File: config.mk
export PLATFORM = sky130hd
export DESIGN_NAME = jt89_wr_seq
export DESIGN_NICKNAME = d
export VERILOG_FILES = /design/src/rtl/jt89_wr_seq_pkg.sv /design/src/rtl/jt89_cmd_fifo.sv /design/src/rtl/jt89_wr_seq.sv
export SDC_FILE = /design/constraint.sdc
export NUM_CORES = 1
export LEC_CHECK = 0
export ABC_CLOCK_PERIOD_IN_PS = 3100
export CAP_MARGIN = 10
export CORE_AREA = 4 4 167 88
export CTS_BUF_LIST = sky130_fd_sc_hd__clkbuf_4 sky130_fd_sc_hd__clkbuf_8
export DETAILED_ROUTE_END_ITERATION = 10
export DIE_AREA = 0 0 171 92
export HOLD_SLACK_MARGIN = 0.1
export SLEW_MARGIN = 25
export SYNTH_ARGS = -nofsm -noshare
export SYNTH_HDL_FRONTEND = slang
export SYNTH_HIERARCHICAL = 1
export SYNTH_SLANG_ARGS = --single-unit
export TNS_END_PERCENT = 10
File: constraint.sdc
create_clock -name clk -period 3.1 [get_ports clk]
set_input_delay 0.62 -clock clk [delete_from_list [all_inputs] [get_ports clk]]
set_output_delay 0.62 -clock clk [all_outputs]
set_load 0.1 [all_outputs]
File: src/rtl/jt89_wr_seq_pkg.sv
// Shared types and byte-prefix constants for the jt89 write sequencer.
package jt89_wr_seq_pkg;

    localparam int unsigned DATA_W = 10;
    localparam int unsigned BYTE_W = 8;
    localparam int unsigned HI_W   = 6;

    localparam logic       LATCH     = 1'b1;
    localparam logic       TYPE_TONE = 1'b0;
    localparam logic       TYPE_VOL  = 1'b1;
    localparam logic [1:0] NOISE_CH  = 2'd3;

    typedef enum logic [1:0] {
        IDLE   = 2'd0,
        SETUP  = 2'd1,
        STROBE = 2'd2,
        GAP    = 2'd3
    } wr_state_e;

    typedef struct packed {
        logic              vol;
        logic [1:0]        ch;
        logic [DATA_W-1:0] data;
    } cmd_t;

    // First byte of every command: latch + channel + type + low data bits.
    function automatic logic [BYTE_W-1:0] latch_byte(input cmd_t c);
        logic [BYTE_W-1:0] b;
        if (c.vol) begin
            b = {LATCH, c.ch, TYPE_VOL, c.data[3:0]};
        end else if (c.ch == NOISE_CH) begin
            b = {LATCH, NOISE_CH, TYPE_TONE, 1'b0, c.data[2:0]};
        end else begin
            b = {LATCH, c.ch, TYPE_TONE, c.data[3:0]};
        end
        return b;
    endfunction

endpackage

File: src/rtl/jt89_cmd_fifo.sv
// Synchronous command FIFO with registered occupancy, full and empty flags.
module jt89_cmd_fifo #(
    parameter int unsigned WIDTH = 13,
    parameter int unsigned DEPTH = 4
) (
    input  logic                     clk,
    input  logic                     rst,
    input  logic                     push,
    input  logic [WIDTH-1:0]         wdata,
    input  logic                     pop,
    output logic [WIDTH-1:0]         rdata,
    output logic                     full,
    output logic                     empty,
    output logic [$clog2(DEPTH):0]   count
);

    localparam int unsigned AW = $clog2(DEPTH);
    localparam int unsigned CW = AW + 1;

    logic [WIDTH-1:0] mem_q [DEPTH];
    logic [WIDTH-1:0] mem_d [DEPTH];
    logic [AW-1:0]    wr_ptr_q, wr_ptr_d;
    logic [AW-1:0]    rd_ptr_q, rd_ptr_d;
    logic [CW-1:0]    count_q, count_d;
    logic             full_q, full_d;
    logic             empty_q, empty_d;
    logic             do_push, do_pop;

    always_comb begin
        do_push  = push & ~full_q;
        do_pop   = pop & ~empty_q;
        mem_d    = mem_q;
        wr_ptr_d = wr_ptr_q;
        rd_ptr_d = rd_ptr_q;
        if (do_push) begin
            mem_d[wr_ptr_q] = wdata;
            wr_ptr_d        = wr_ptr_q + AW'(1);
        end
        if (do_pop) begin
            rd_ptr_d = rd_ptr_q + AW'(1);
        end
        count_d = count_q + CW'(do_push) - CW'(do_pop);
        full_d  = (count_d == CW'(DEPTH));
        empty_d = (count_d == '0);
    end

    always_ff @(posedge clk) begin
        if (rst) begin
            mem_q    <= '{default: '0};
            wr_ptr_q <= '0;
            rd_ptr_q <= '0;
            count_q  <= '0;
            full_q   <= 1'b0;
            empty_q  <= 1'b1;
        end else begin
            mem_q    <= mem_d;
            wr_ptr_q <= wr_ptr_d;
            rd_ptr_q <= rd_ptr_d;
            count_q  <= count_d;
            full_q   <= full_d;
            empty_q  <= empty_d;
        end
    end

    assign rdata = mem_q[rd_ptr_q];
    assign full  = full_q;
    assign empty = empty_q;
    assign count = count_q;

endmodule

File: src/rtl/jt89_wr_seq.sv
// Queues PSG register commands and plays them onto the jt89 din/wr_n bus
// as latch/data byte sequences with programmable strobe timing.
module jt89_wr_seq
    import jt89_wr_seq_pkg::*;
#(
    parameter int unsigned FIFO_DEPTH = 4,
    parameter int unsigned WR_LOW     = 2,
    parameter int unsigned WR_GAP     = 2,
    parameter int unsigned SKIP_HI    = 1
) (
    input  logic              clk,
    input  logic              rst,
    input  logic              cmd_valid,
    output logic              cmd_ready,
    input  logic              cmd_vol,
    input  logic [1:0]        cmd_ch,
    input  logic [DATA_W-1:0] cmd_data,
    output logic [BYTE_W-1:0] psg_din,
    output logic              psg_wr_n,
    output logic              busy
);

    localparam int unsigned FCW     = $clog2(FIFO_DEPTH) + 1;
    localparam int unsigned CNT_MAX = (WR_LOW > WR_GAP) ? WR_LOW : WR_GAP;
    localparam int unsigned CNT_W   = (CNT_MAX > 1) ? $clog2(CNT_MAX) : 1;

    cmd_t             fifo_wdata, fifo_rdata;
    logic             fifo_full, fifo_empty, fifo_pop, push;
    logic [FCW-1:0]   fifo_count;

    wr_state_e        state_q, state_d;
    logic [CNT_W-1:0] cnt_q, cnt_d;
    logic [BYTE_W-1:0] din_q, din_d;
    logic             wr_n_q, wr_n_d;
    logic             busy_q, busy_d;
    logic [HI_W-1:0]  b2_q, b2_d;
    logic             b2_pend_q, b2_pend_d;
    logic [1:0]       b2_ch_q, b2_ch_d;
    logic [HI_W-1:0]  shadow_q [3];
    logic [HI_W-1:0]  shadow_d [3];
    logic             load_next, is_tone;

    assign fifo_wdata = '{vol: cmd_vol, ch: cmd_ch, data: cmd_data};
    assign push       = cmd_valid & ~fifo_full;

    jt89_cmd_fifo #(
        .WIDTH ($bits(cmd_t)),
        .DEPTH (FIFO_DEPTH)
    ) u_fifo (
        .clk   (clk),
        .rst   (rst),
        .push  (push),
        .wdata (fifo_wdata),
        .pop   (fifo_pop),
        .rdata (fifo_rdata),
        .full  (fifo_full),
        .empty (fifo_empty),
        .count (fifo_count)
    );

    // Byte sequencer: load, strobe, gap; data byte follows its latch byte directly.
    always_comb begin
        state_d   = state_q;
        cnt_d     = cnt_q;
        din_d     = din_q;
        b2_d      = b2_q;
        b2_pend_d = b2_pend_q;
        b2_ch_d   = b2_ch_q;
        shadow_d  = shadow_q;
        fifo_pop  = 1'b0;
        load_next = 1'b0;
        is_tone   = ~fifo_rdata.vol & (fifo_rdata.ch != NOISE_CH);

        case (state_q)
            IDLE: begin
                load_next = ~fifo_empty;
            end
            SETUP: begin
                state_d = STROBE;
                cnt_d   = CNT_W'(WR_LOW - 1);
            end
            STROBE: begin
                if (cnt_q == '0) begin
                    state_d = GAP;
                    cnt_d   = CNT_W'(WR_GAP - 1);
                end else begin
                    cnt_d = cnt_q - CNT_W'(1);
                end
            end
            GAP: begin
                if (cnt_q != '0) begin
                    cnt_d = cnt_q - CNT_W'(1);
                end else if (b2_pend_q) begin
                    state_d           = SETUP;
                    din_d             = {2'b00, b2_q};
                    b2_pend_d         = 1'b0;
                    shadow_d[b2_ch_q] = b2_q;
                end else if (!fifo_empty) begin
                    load_next = 1'b1;
                end else begin
                    state_d = IDLE;
                end
            end
        endcase

        // Skip decision uses the shadow as of pop time; earlier data bytes are already out.
        if (load_next) begin
            fifo_pop  = 1'b1;
            state_d   = SETUP;
            din_d     = latch_byte(fifo_rdata);
            b2_d      = fifo_rdata.data[9:4];
            b2_ch_d   = fifo_rdata.ch;
            b2_pend_d = is_tone &
                        ~((SKIP_HI != 0) && (fifo_rdata.data[9:4] == shadow_q[fifo_rdata.ch]));
        end

        wr_n_d = (state_d != STROBE);
        busy_d = (state_d != IDLE) | push | (fifo_count > FCW'(fifo_pop));
    end

    always_ff @(posedge clk) begin
        if (rst) begin
            state_q   <= IDLE;
            cnt_q     <= '0;
            din_q     <= '0;
            wr_n_q    <= 1'b1;
            busy_q    <= 1'b0;
            b2_q      <= '0;
            b2_pend_q <= 1'b0;
            b2_ch_q   <= '0;
            shadow_q  <= '{default: '0};
        end else begin
            state_q   <= state_d;
            cnt_q     <= cnt_d;
            din_q     <= din_d;
            wr_n_q    <= wr_n_d;
            busy_q    <= busy_d;
            b2_q      <= b2_d;
            b2_pend_q <= b2_pend_d;
            b2_ch_q   <= b2_ch_d;
            shadow_q  <= shadow_d;
        end
    end

    assign cmd_ready = ~fifo_full;
    assign psg_din   = din_q;
    assign psg_wr_n  = wr_n_q;
    assign busy      = busy_q;

endmodule

==> results.sh <==
export IMPL_die_area_mm2=0.0157
export IMPL_antenna_found_initial=0
export IMPL_skew_ns=0.0132
export IMPL_clock_sinks=101
export IMPL_gp_congestion=0.781
export IMPL_synth_edf_count=0
export IMPL_ant_nets=0
export IMPL_grt_pass1_wl_um=17700
export IMPL_clk_latency_ns=0.38
export IMPL_io_buffers=26
export IMPL_diodes=0
export IMPL_postSynthAreaPerCell_um2=9.15
export IMPL_slew_violations=0
export IMPL_synth_ff_type="dfxtp_1"
export IMPL_placed_area_mm2=0.00484
export IMPL_layout_common_cells="nand2_1 (132), dfxtp_1 (101), a21oi_1 (74), nor2_1 (29), mux2i_1 (24)"
export IMPL_critPathBufInv=4
export IMPL_synth_seq_cells=101
export IMPL_grt_usage_pct=14.4
export IMPL_synthCells=497
export IMPL_worst_path_largest_cell_delay_ns=0.41
export IMPL_p_comb_share_pct=40.0
export IMPL_cts_resized=0
export IMPL_synthSimpleGateAreaFrac_pct=19.6
export IMPL_arrival_ns=3.13
export IMPL_leakagePower_nw=1.84
export IMPL_layout_nets=537
export IMPL_clock_path_buffers=2
export IMPL_muxShareOfSynthArea_pct=12.7
export IMPL_grt_pass1_vias=3261
export IMPL_hold_viol=0
export IMPL_min_path_type="reg -> reg"
export IMPL_timing_final_crit_share_pct=92.0
export IMPL_fillers=1353
export IMPL_syn_to_final_growth_pct=11.5
export IMPL_rows=30
export IMPL_cp_cell_sequence="inv_1 > ha_1 > nor2_1 > o21ai_4 > inv_2 > nor2b_1 > ha_1 > inv_1 > ha_1 > inv_1 > fa_1 > xnor2_1 > nor4b_1"
export IMPL_regArea_mm2=0.00202
export IMPL_vias=3508
export IMPL_netSwitchingPower_mw=1.87
export IMPL_path_class="reg -> reg"
export IMPL_intPower_mw=2.54
export IMPL_setup_tns_ns=0
export IMPL_ctsHoldBuffers=0
export IMPL_worstSetupEndpointType="flop"
export IMPL_grt_util_met1_pct=21.9
export IMPL_multiInputGateArea_mm2=0.00228
export IMPL_cap_violations=0
export IMPL_first_iter_violations=297
export IMPL_synth_distinct_cells=45
export IMPL_yosys_warnings=6
export IMPL_numCtsBuffers=9
export IMPL_dp_slack_ns=0.237
export IMPL_powerDensity_mw_per_mm2=869
export IMPL_grt_max_degree=60
export IMPL_seq_area_frac_synth_pct=44.5
export IMPL_worstMarginPinSlew_ns=0.820
export IMPL_status="finished clean"
export IMPL_maxSlewHeadroom_pct=45.3
export IMPL_layout_commonest_cell="nand2_1"
export IMPL_top_usage_layer="met1"
export IMPL_worstPathRequired_ns=3.38
export IMPL_synth_top_family_by_area="simple AND/OR/NAND/NOR gates"
export IMPL_wl_per_cell_um=16.0
export IMPL_met3_usage_pct=3.96
export IMPL_dr_pass1_iters=5
export IMPL_drt_total_wl_um=11000
export IMPL_cts_max_level=3
export IMPL_netSwitchingFraction_pct=42.3
export IMPL_post_cts_buffers=0
export IMPL_synthAdderAreaFrac_pct=3.47
export IMPL_p_seq_share_pct=38.3
export IMPL_core_area_mm2=0.0133
export IMPL_grtUsageMet2_pct=20.2
export IMPL_setup_viol=0
export IMPL_max_freq_mhz=350
export IMPL_synth_xor_area_share_pct=2.12
export IMPL_async_flop_share_pct=0
export IMPL_pwr_share_clk_pct=21.7
export IMPL_critPathTopFamily="adder cells"
export IMPL_viasPerCell=5.08
export IMPL_cts_reportedPaths_clkPinSlew_ns=0.10
export IMPL_synth_compound_area_share_pct=12.2
export IMPL_fin_crit_ns=2.85
export IMPL_start_kind="flop"
export IMPL_layout_drive_gt1_share_pct=10.3
export IMPL_start_util_pct=34.2
export IMPL_die_x_um=171
export IMPL_cpMaxStageDelayCell="dfxtp_1"
export IMPL_grt_ovfl_total=0
export IMPL_hold_ws_ns=0.459
export IMPL_die_y_um=92
export IMPL_peakVddDrop_v=0.000324
export IMPL_final_setup_worst_slack_ns=0.247
export IMPL_design_area_mm2=0.00507
export IMPL_rsz0062_at_grt="false"
export IMPL_syn_num_nets=525
export IMPL_drc=0
export IMPL_syn_area_mm2=0.00455
export IMPL_path_max_fanout=4
export IMPL_cts_root_buf="clkbuf_8"
export IMPL_detailed_place_hpwl_um=7450
export IMPL_cts_tree="built"
export IMPL_num_io_pins=27
==> worst min-delay path, stage by stage, from the launching register on <==
cell,delay [ns]
dfxtp_1,0.32
nand2_1,0.05
a21oi_1,0.05
==> final timing paths <==
check                           slack [ns]              from               end  depth (start not counted)
worst max-delay path                  0.25        state_q[0]       u_fifo/full                         13
worst max register to register        0.25        state_q[0]       u_fifo/full                         13
worst min-delay path                  0.46  u_fifo/mem_q[48]  u_fifo/mem_q[48]                          2
worst min register to register        0.46  u_fifo/mem_q[48]  u_fifo/mem_q[48]                          2
==> power by group through the flow <==
| stage | clock network (mW) | logic [mW] | registers [mW] |
|---|---|---|---|
| global placement | 0 | 1.72 | 1.71 |
| detailed placement | 0 | 1.75 | 1.72 |
| global route | 1.05 | 1.89 | 1.72 |
| finish | 0.955 | 1.76 | 1.69 |
| floorplan | 0 | 1.04 | 2.05 |
| CTS | 0.983 | 1.76 | 1.69 |
==> per-stage QoR <==
stage | cells | utilization [%] | power (mW)
2_1_floorplan | 497 | - | 3.08
3_3_place_gp | 674 | 36.5 | 3.43
3_5_place_dp | 674 | 36.5 | 3.47
4_1_cts | 690 | 38.2 | 4.43
5_1_grt | 690 | 38.2 | 4.66
6_report | 690 | 38.2 | 4.41
==> sequential cells by signal (all words and copies together) (netlist names), 2 cells and up <==
register,count
u_fifo/count,3
psg_din,8
u_fifo/wr_ptr_q,2
state_q,2
u_fifo/mem_q,52
shadow_q,18
b2_q,6
u_fifo/rd_ptr_q,2
b2_ch_q,2
==> layout make-up <==
class                   instances  share of cell area, %
flip-flops and latches        101                   39.9
clock inverters                 7                   2.02
multi-input cells             354                   44.9
repair buffers                 32                   5.63
well taps                     176                   4.34
inverters                      11                  0.814
clock buffers                   9                   2.44
==> cells in the mapped netlist, types with 2 or more instances <==
cell,count,area (um^2)
mux4_2,4,90.1
and3b_2,4,40.0
nand3b_1,8,60.1
xor2_1,5,43.8
mux4_1,9,236
a211oi_1,8,60.1
o21bai_1,2,15.0
inv_1,10,37.5
nand2b_1,2,12.5
ha_1,11,138
buf_6,7,78.8
nor2b_1,4,25.0
xnor2_1,6,52.6
nor2_1,29,109
o21ai_0,6,30.0
mux2i_1,24,240
dfxtp_1,101,2020
nand2_1,132,495
clkbuf_1,14,52.6
nor4_1,2,12.5
nand3_1,7,35.0
buf_2,6,30.0
a21oi_1,74,370
==> layer usage <==
metal | vias to the layer above | wire length, um
met4 | 0 | 67
met2 | 101 | 4620
met1 | 1691 | 5690
met3 | 7 | 639
met5 | - | 0
li1 | 1709 | -
==> cells by family after synthesis <==
kind of cell	count (synthesis)
and+or+nand+nor	197
DFF	101
AOI/OAI and AO/OA	96
buffers and inverters	42
muxes	38
adders and majority gates	12
xor gates and xnor gates	11
No activity file was read; power rests on OpenSTA's default activity.
